===== src/rtl/counter_mod_updown_if.sv =====
// Control and status bundle for counter_mod_updown: step/load controls in,
// registered count, direction and terminal-count pulse out.
interface counter_mod_updown_if #(
  parameter int WIDTH = 6
);
  // No valid/ready handshake: every control is sampled at each rising clk
  // edge, and cnt/dir/tc are registered and change one clock after their inputs.
  logic             cnt_en;
  logic [1:0]       mode;
  logic             load;
  logic [WIDTH-1:0] load_val;
  logic [WIDTH-1:0] cnt;
  logic             dir;
  logic             tc;

  modport master (
    output cnt_en, mode, load, load_val,
    input  cnt, dir, tc
  );

  modport slave (
    input  cnt_en, mode, load, load_val,
    output cnt, dir, tc
  );
endinterface


===== src/rtl/counter_mod_updown.sv =====
// Bounded up/down/bounce/hold counter with clamped parallel load and a
// registered terminal-count pulse. Optional step prescaler: COUNTER_PRESCALE_EN.
module counter_mod_updown #(
  parameter int WIDTH    = 6,
  parameter int MIN_VAL  = 0,
  parameter int MAX_VAL  = 63,
  parameter int RST_VAL  = 1,
  parameter int PRESCALE = 4
) (
  input  logic                clk,
  input  logic                rst,
  counter_mod_updown_if.slave bus
);

  localparam logic [1:0] MODE_UP     = 2'b00;
  localparam logic [1:0] MODE_DOWN   = 2'b01;
  localparam logic [1:0] MODE_BOUNCE = 2'b10;
  localparam logic [1:0] MODE_HOLD   = 2'b11;

  localparam logic [WIDTH-1:0] MIN_W = WIDTH'(MIN_VAL);
  localparam logic [WIDTH-1:0] MAX_W = WIDTH'(MAX_VAL);
  localparam logic [WIDTH-1:0] RST_W = WIDTH'(RST_VAL);
  // Degenerate range: a bounce "reversal" must not leave the single legal value.
  localparam logic [WIDTH-1:0] BNC_HI = (MIN_VAL == MAX_VAL) ? MIN_W : WIDTH'(MAX_VAL - 1);
  localparam logic [WIDTH-1:0] BNC_LO = (MIN_VAL == MAX_VAL) ? MIN_W : WIDTH'(MIN_VAL + 1);

  logic [WIDTH-1:0] cnt_q, cnt_d;
  logic             dir_q, dir_d;
  logic             tc_q, tc_d;
  logic [WIDTH-1:0] load_clamp;
  logic             do_step;

`ifdef COUNTER_PRESCALE_EN
  localparam int             PRE_W    = (PRESCALE > 1) ? $clog2(PRESCALE) : 1;
  localparam logic [PRE_W-1:0] PRE_LAST = PRE_W'(PRESCALE - 1);
  logic [PRE_W-1:0] pre_q, pre_d;
`endif

  always_comb begin
    load_clamp = bus.load_val;
    if (int'(bus.load_val) < MIN_VAL) begin
      load_clamp = MIN_W;
    end else if (int'(bus.load_val) > MAX_VAL) begin
      load_clamp = MAX_W;
    end
  end

  always_comb begin
    cnt_d   = cnt_q;
    dir_d   = dir_q;
    tc_d    = 1'b0;
    do_step = 1'b0;
`ifdef COUNTER_PRESCALE_EN
    pre_d   = pre_q;
`endif

    if (bus.load) begin
      cnt_d = load_clamp;
      if (bus.mode == MODE_UP) begin
        dir_d = 1'b0;
      end else if (bus.mode == MODE_DOWN) begin
        dir_d = 1'b1;
      end
`ifdef COUNTER_PRESCALE_EN
      pre_d = '0;
`endif
    end else if (bus.cnt_en && (bus.mode != MODE_HOLD)) begin
`ifdef COUNTER_PRESCALE_EN
      if (pre_q == PRE_LAST) begin
        do_step = 1'b1;
        pre_d   = '0;
      end else begin
        pre_d = pre_q + PRE_W'(1);
      end
`else
      do_step = 1'b1;
`endif
    end

    if (do_step) begin
      case (bus.mode)
        MODE_UP: begin
          dir_d = 1'b0;
          if (cnt_q == MAX_W) begin
            cnt_d = MIN_W;
            tc_d  = 1'b1;
          end else begin
            cnt_d = cnt_q + WIDTH'(1);
          end
        end
        MODE_DOWN: begin
          dir_d = 1'b1;
          if (cnt_q == MIN_W) begin
            cnt_d = MAX_W;
            tc_d  = 1'b1;
          end else begin
            cnt_d = cnt_q - WIDTH'(1);
          end
        end
        MODE_BOUNCE: begin
          if (!dir_q) begin
            if (cnt_q == MAX_W) begin
              cnt_d = BNC_HI;
              dir_d = 1'b1;
              tc_d  = 1'b1;
            end else begin
              cnt_d = cnt_q + WIDTH'(1);
            end
          end else begin
            if (cnt_q == MIN_W) begin
              cnt_d = BNC_LO;
              dir_d = 1'b0;
              tc_d  = 1'b1;
            end else begin
              cnt_d = cnt_q - WIDTH'(1);
            end
          end
        end
        default: ;
      endcase
    end
  end

  always_ff @(posedge clk) begin
    if (!rst) begin
      cnt_q <= RST_W;
      dir_q <= 1'b0;
      tc_q  <= 1'b0;
`ifdef COUNTER_PRESCALE_EN
      pre_q <= '0;
`endif
    end else begin
      cnt_q <= cnt_d;
      dir_q <= dir_d;
      tc_q  <= tc_d;
`ifdef COUNTER_PRESCALE_EN
      pre_q <= pre_d;
`endif
    end
  end

  assign bus.cnt = cnt_q;
  assign bus.dir = dir_q;
  assign bus.tc  = tc_q;

endmodule

===== src/flat_wrapper.sv =====
// flat-port wrapper written by rule: the top's interface ports become plain ports
module counter_mod_updown_flat 
#(
  parameter int WIDTH    = 6,
  parameter int MIN_VAL  = 0,
  parameter int MAX_VAL  = 63,
  parameter int RST_VAL  = 1,
  parameter int PRESCALE = 4
)
  (clk, rst, bus_cnt_en, bus_mode, bus_load, bus_load_val, bus_cnt, bus_dir, bus_tc);
  counter_mod_updown_if #(.WIDTH(WIDTH)) bus_i ();
  input  logic clk;
  input  logic rst;
  input wire logic [$bits(bus_i.cnt_en)-1:0] bus_cnt_en;
  input wire logic [$bits(bus_i.mode)-1:0] bus_mode;
  input wire logic [$bits(bus_i.load)-1:0] bus_load;
  input wire logic [$bits(bus_i.load_val)-1:0] bus_load_val;
  output wire logic [$bits(bus_i.cnt)-1:0] bus_cnt;
  output wire logic [$bits(bus_i.dir)-1:0] bus_dir;
  output wire logic [$bits(bus_i.tc)-1:0] bus_tc;
  assign bus_i.cnt_en = bus_cnt_en;
  assign bus_i.mode = bus_mode;
  assign bus_i.load = bus_load;
  assign bus_i.load_val = bus_load_val;
  assign bus_cnt = bus_i.cnt;
  assign bus_dir = bus_i.dir;
  assign bus_tc = bus_i.tc;
  counter_mod_updown #(.WIDTH(WIDTH), .MIN_VAL(MIN_VAL), .MAX_VAL(MAX_VAL), .RST_VAL(RST_VAL), .PRESCALE(PRESCALE)) u_core (.clk(clk), .rst(rst), .bus(bus_i));
endmodule

===== config.mk =====
export PLATFORM = sky130hd
export DESIGN_NAME = counter_mod_updown_flat
export DESIGN_NICKNAME = d
export VERILOG_FILES = /design/src/rtl/counter_mod_updown_if.sv /design/src/rtl/counter_mod_updown.sv /design/src/flat_wrapper.sv
export SDC_FILE = /design/constraint.sdc
export NUM_CORES = 1
export LEC_CHECK = 0
export BUFFER_PORTS_ARGS = -buffer_cell sky130_fd_sc_hd__buf_2
export CORE_UTILIZATION = 53
export CTS_BUF_LIST = sky130_fd_sc_hd__clkbuf_4 sky130_fd_sc_hd__clkbuf_8 sky130_fd_sc_hd__clkbuf_16
export DETAILED_ROUTE_END_ITERATION = 8
export PLACE_DENSITY = 0.79
export SLEW_MARGIN = 10
export SYNTH_ARGS = -nofsm -noshare
export SYNTH_HDL_FRONTEND = slang
export SYNTH_SLANG_ARGS = --single-unit

===== constraint.sdc =====
create_clock -name clk -period 4.14 [get_ports clk]
set_input_delay 0.207 -clock clk [delete_from_list [all_inputs] [get_ports clk]]
set_output_delay 0.207 -clock clk [all_outputs]
set_load 0.005 [all_outputs]

* Word level (Yosys, flattened, before mapping)
Index checks and enable logic that the tools add are counted.
Storage, ports and cells: output and inout bits 8, logic and storage cells 35, input port bits 12, register bits 8
Operators by class: add/sub/neg operators 2, reductions and logical operators 4, multiplexer cells 22, equality and inequality tests 4
Operators by type and width (count):
- two-way mux 6 bit | 7
- one-hot mux 6 bit (3 select lines) | 1
- two-way mux 1 bit | 12
- adder 6 x 1 -> 6 bit, second input constant | 1
- == test 6 bit, second input constant | 1
- logical NOT 6 bit | 1
- one-hot mux 1 bit (3 select lines) | 2
- subtractor 6 x 1 -> 6 bit, second input constant | 1
- == test 2 x 1 -> 1 bit, second input constant | 1
- == test 2 bit, second input constant | 1
- logical NOT 2 bit | 1
- != test 2 bit, second input constant | 1
- AND reduction 2 bit | 1
- logical AND 1 bit | 1

* Longest topological paths before layout
word-level depth 8, gate-level depth with buffers 7, mapped depth without buffers 7

* Worst setup path before layout
Ideal clock, no wire load.
path type flip-flop to flip-flop, from register u_core.cnt_q[0] (netlist: u_core.bus.cnt[0]), to register u_core.cnt_q[2] (netlist: u_core.bus.cnt[2]), required time 4.018 ns, cell stages (with the launch flop) 8, arrival 1.497 ns, path slack 2.521 ns, buffers on the path 0, setup time 0.122 ns, clock period less this slack 1.619 ns, cell sequence dfxtp_1 -> inv_1 -> ha_1 -> nand2_1 -> o22ai_1 -> a21oi_1 -> a21oi_1 -> o311a_1
Between the ends: longest elaborated chain between the ends 5, elaborated cells on any way between the ends 11, those cells by class add/sub: 2; eq/ne: 1; mux: 7; reduce/logical: 1
Ends and longest elaborated chain:
- start, declared | RTL line counter_mod_updown.sv:27 | logic [WIDTH-1:0] cnt_q, cnt_d;
- start signal, assigned | RTL line counter_mod_updown.sv:133 | cnt_q <= cnt_d;
- adder 6 x 1 -> 6 bit, or another cell as far along | RTL line counter_mod_updown.sv:88, counter_mod_updown.sv:107
- two-way mux 6 bit, on equally long branches | RTL line counter_mod_updown.sv:102, counter_mod_updown.sv:110
- two-way mux 6 bit | RTL line counter_mod_updown.sv:101 | if (!dir_q) begin
- one-hot mux 6 bit (3 select lines) * | RTL line counter_mod_updown.sv:81 | case (bus.mode)
- two-way mux 6 bit * | RTL line counter_mod_updown.sv:80 | if (do_step) begin
Mark *: on every way between the ends. The rest lies on a longest branch, timed or not. A chain may end at the register's enable or synchronous reset.

* Final worst setup path
from register u_core.cnt_q[0] (netlist: u_core.bus.cnt[0]), to register u_core.cnt_q[3] (netlist: u_core.bus.cnt[3])
The elaborated chain is that of the path after synthesis.

==> flow_metrics.py <==
metrics = {
    "run_status": {
        "status": "finished, final reports clean",
    },
    "placement": {
        "portBuffers": 19,
        "gp_congestion": 0.910,
        "place_ws_ns": 2.27,
        "place_hpwl_mm": 1.71,
    },
    "logic_synthesis": {
        "synth_nets": 141,
        "synth_top_area_share_pct": 17.9,
        "yosysSeqAreaShare_pct": 17.9,
        "syn_area_sq_um": 895,
        "synthCells": 127,
        "synth_seq_cells": 8,
        "synth.area.top_cells": "dfxtp_1 18%, a21oi_1 5.6%, o211ai_1 5.0%",
        "ys_warn_count": 0,
        "synth_cell_types": 42,
        "syn_area_per_cell_sq_um": 7.04,
        "synth_top_cell_by_area": "dfxtp_1",
    },
    "worst_setup_path": {
        "cp_cell_sequence": "inv_1 -> ha_1 -> inv_1 -> or3_4 -> a31oi_1 -> nand4_1 -> nand3_1",
        "crit_arrival_ns": 2.12,
        "critPathMaxStageDelay_ns": 0.43,
        "path_common_cell": "inv_1",
        "worst-path-max-fanout": 9,
        "slowest_stage": "or3_4",
        "critPathRequiredTime_ns": 4.35,
        "start_kind": "flop",
        "critPathCaptureType": "flop",
        "critPathKind": "flop to flop",
    },
    "die": {
        "ios": 20,
        "die_area_sq_um": 1860,
        "die_w_microns": 43.1,
        "std_cell_rows": 14,
        "core_sq_um": 1540,
        "initial_core_util_pct": 58.0,
        "die_h_microns": 43.1,
    },
    "min_path": {
        "min_path_type": "primary input to flop",
    },
    "cells_and_area": {
        "drive_gt1_share_pct": 21.0,
        "num_antenna_cells": 0,
        "nNetsFinal": 154,
        "area_growth_pct": 9.51,
        "layout_common_cells": "19 x buf_2, 10 x nand2_1, 10 x a21oi_1, 8 x dfxtp_1",
        "final_common_cell": "buf_2",
    },
    "clocking": {
        "clkTransAtPathRegs_ns": 0.06,
        "postCtsSetupBuffers": 0,
        "cts_root_buffer": "clkbuf_4",
        "insertion_delay_ns": 0.27,
        "ctsLongestPathBuffers": 2,
        "cts_tree": "yes",
        "holdBufCountCts": 0,
        "cts.htree.levels": 1,
        "ctsResizeCount": 0,
        "numCtsBuffers": 3,
        "clkSinkCount": 8,
    },
    "drt": {
        "first_pass_iters": 4,
        "routedWlPerCell_microns": 16.2,
        "drc": 0,
        "antenna_left": 0,
        "routed_wirelength_mm": 2.50,
        "via_per_inst": 6.69,
        "first_iter_violations": 53,
        "vias": 1031,
    },
    "power": {
        "p_int_mw": 0.156,
        "power_density_nw_per_um2": 259,
        "pwr-share-clk_pct": 25.7,
        "pwr-share-seq_pct": 40.1,
        "combPwrFrac_pct": 34.2,
        "vdd_drop_max_v": 0.000191,
        "leakage_nw": 0.391,
        "swShare_pct": 38.4,
        "p_sw_mw": 0.0977,
    },
    "timing": {
        "worst_clock_skew_ns": 0.00981,
        "rsz0062_at_grt": "no",
        "layout_min_cycle_time_ns": 1.91,
        "tns_ns": 0,
        "period_share_pct": 46.1,
        "fin_ws_ns": 2.23,
        "fmax_mhz": 524,
        "finalHoldViolCount": 0,
        "tightestPinTransition_ns": 0.585,
        "slew_headroom_pct": 60.9,
        "setup_violations": 0,
        "finalMaxSlewViolations": 0,
    },
    "run": {
        "cap_violations": 0,
    },
    "global_routing": {
        "grtUsageTotal_pct": 30.0,
        "grt_max_degree": 21,
        "antenna_found_initial": 0,
        "grt_pass1_wl_mm": 4.23,
        "overflow": 0,
        "grt_pass1_vias": 908,
    },
}
==> layout make-up <==
cell class                      count  area [sq um]
Clock buffer                        3          22.5
Fill cell                         142           562
Inverter                            6          22.5
Multi-Input combinational cell    102           659
Sequential cell                     8           160
Tap cell                           16          20.0
Timing Repair Buffer               19          95.1
==> Yosys cell counts <==
cell       n
o211ai_2   1
buf_6      1
nor3_1     6
a221oi_1   1
dfxtp_1    8
xnor2_1    4
clkbuf_1   5
nand4b_1   1
o311ai_1   2
nand3_1    6
a21oi_1   10
nand2b_1   3
or3_4      2
o21bai_1   1
o31ai_1    2
and3_1     2
o22ai_1    3
a21oi_2    1
o211a_1    1
nor3_2     1
o221a_1    1
o21ai_1    3
mux2i_1    1
clkbuf_2   1
nand2_1   10
inv_1      6
a21o_1     2
nor2b_1    1
nand4_1    2
a41oi_1    1
o32ai_1    1
a31oi_1    5
nor2_1     7
ha_1       2
nor3b_1    1
o311a_1    1
o21a_1     2
buf_2      2
o211ai_1   6
mux2_2     2
o21ai_0    7
buf_1      2
==> per-layer routing <==
metal  track usage (%)  vias to the layer above  wire length [microns]
met3              7.23                        4                    235
met5                 0                        -                      0
li1                  -                      504                      -
met2              47.2                       55                   1180
met1              39.1                      468                   1060
met4              11.5                        0                     18
==> power groups by stage <==
stage / clock network (mW) / registers [mW] / logic (mW)
after detailed placement: 0 / 0.103 / 0.0854
after global routing: 0.0695 / 0.104 / 0.0967
after floorplan: 0 / 0.0910 / 0.0750
after CTS: 0.0678 / 0.101 / 0.0859
final: 0.0652 / 0.102 / 0.0869
after global placement: 0 / 0.103 / 0.0841
==> through the flow <==
step	area [sq um]	instances	power (mW)	hold WS (ns)	util, %
after floorplan	895	127	0.166	0.454	-
after global placement	957	151	0.187	0.510	62.1
after detailed placement	957	151	0.188	0.506	62.1
after CTS	980	154	0.255	0.224	63.6
after global routing	980	154	0.270	0.232	63.6
final	980	154	0.254	0.230	63.6
==> cell families (layout without fill, tap and decap cells) <==
| family | Yosys count | in the layout | share of synthesized area [%] |
|---|---|---|---|
| compound gates | 51 | 51 | 38.5 |
| simple gates | 42 | 42 | 24.9 |
| buf+inv | 17 | 28 | 8.39 |
| flops | 8 | 8 | 17.9 |
| xor+xnor | 4 | 4 | 3.92 |
| mux | 3 | 3 | 3.64 |
| fa+ha+maj | 2 | 2 | 2.80 |
==> worst max-delay path, delay by kind of cell (launching register included) <==
| kind | cells | cell delay (ns) |
|---|---|---|
| AOI/OAI and AO/OA | 1 | 0.21 |
| adders and majority gates | 1 | 0.33 |
| buffers and inverters | 2 | 0.25 |
| DFF | 1 | 0.38 |
| and+or+nand+nor | 3 | 0.67 |
==> flip-flops by register name (all words and copies together) (netlist names) <==
| signal | cells |
|---|---|
| u_core.bus.cnt | 6 |
| u_core.bus.dir | 1 |
| u_core.bus.tc | 1 |
==> path summary, 6_finish.rpt <==
check | start | end | slack [ns] | cells after the start
min | rst | u_core.bus.cnt[0]$_SDFF_PN1_ | 0.23 | 2
max reg2reg | u_core.bus.cnt[0]$_SDFF_PN1_ | u_core.bus.cnt[3]$_SDFF_PN0_ | 2.23 | 7
max | u_core.bus.cnt[0]$_SDFF_PN1_ | u_core.bus.cnt[3]$_SDFF_PN0_ | 2.23 | 7
min reg2reg | u_core.bus.cnt[0]$_SDFF_PN1_ | u_core.bus.cnt[0]$_SDFF_PN1_ | 0.71 | 3
Note: power is estimated with default switching activity, not from simulation.
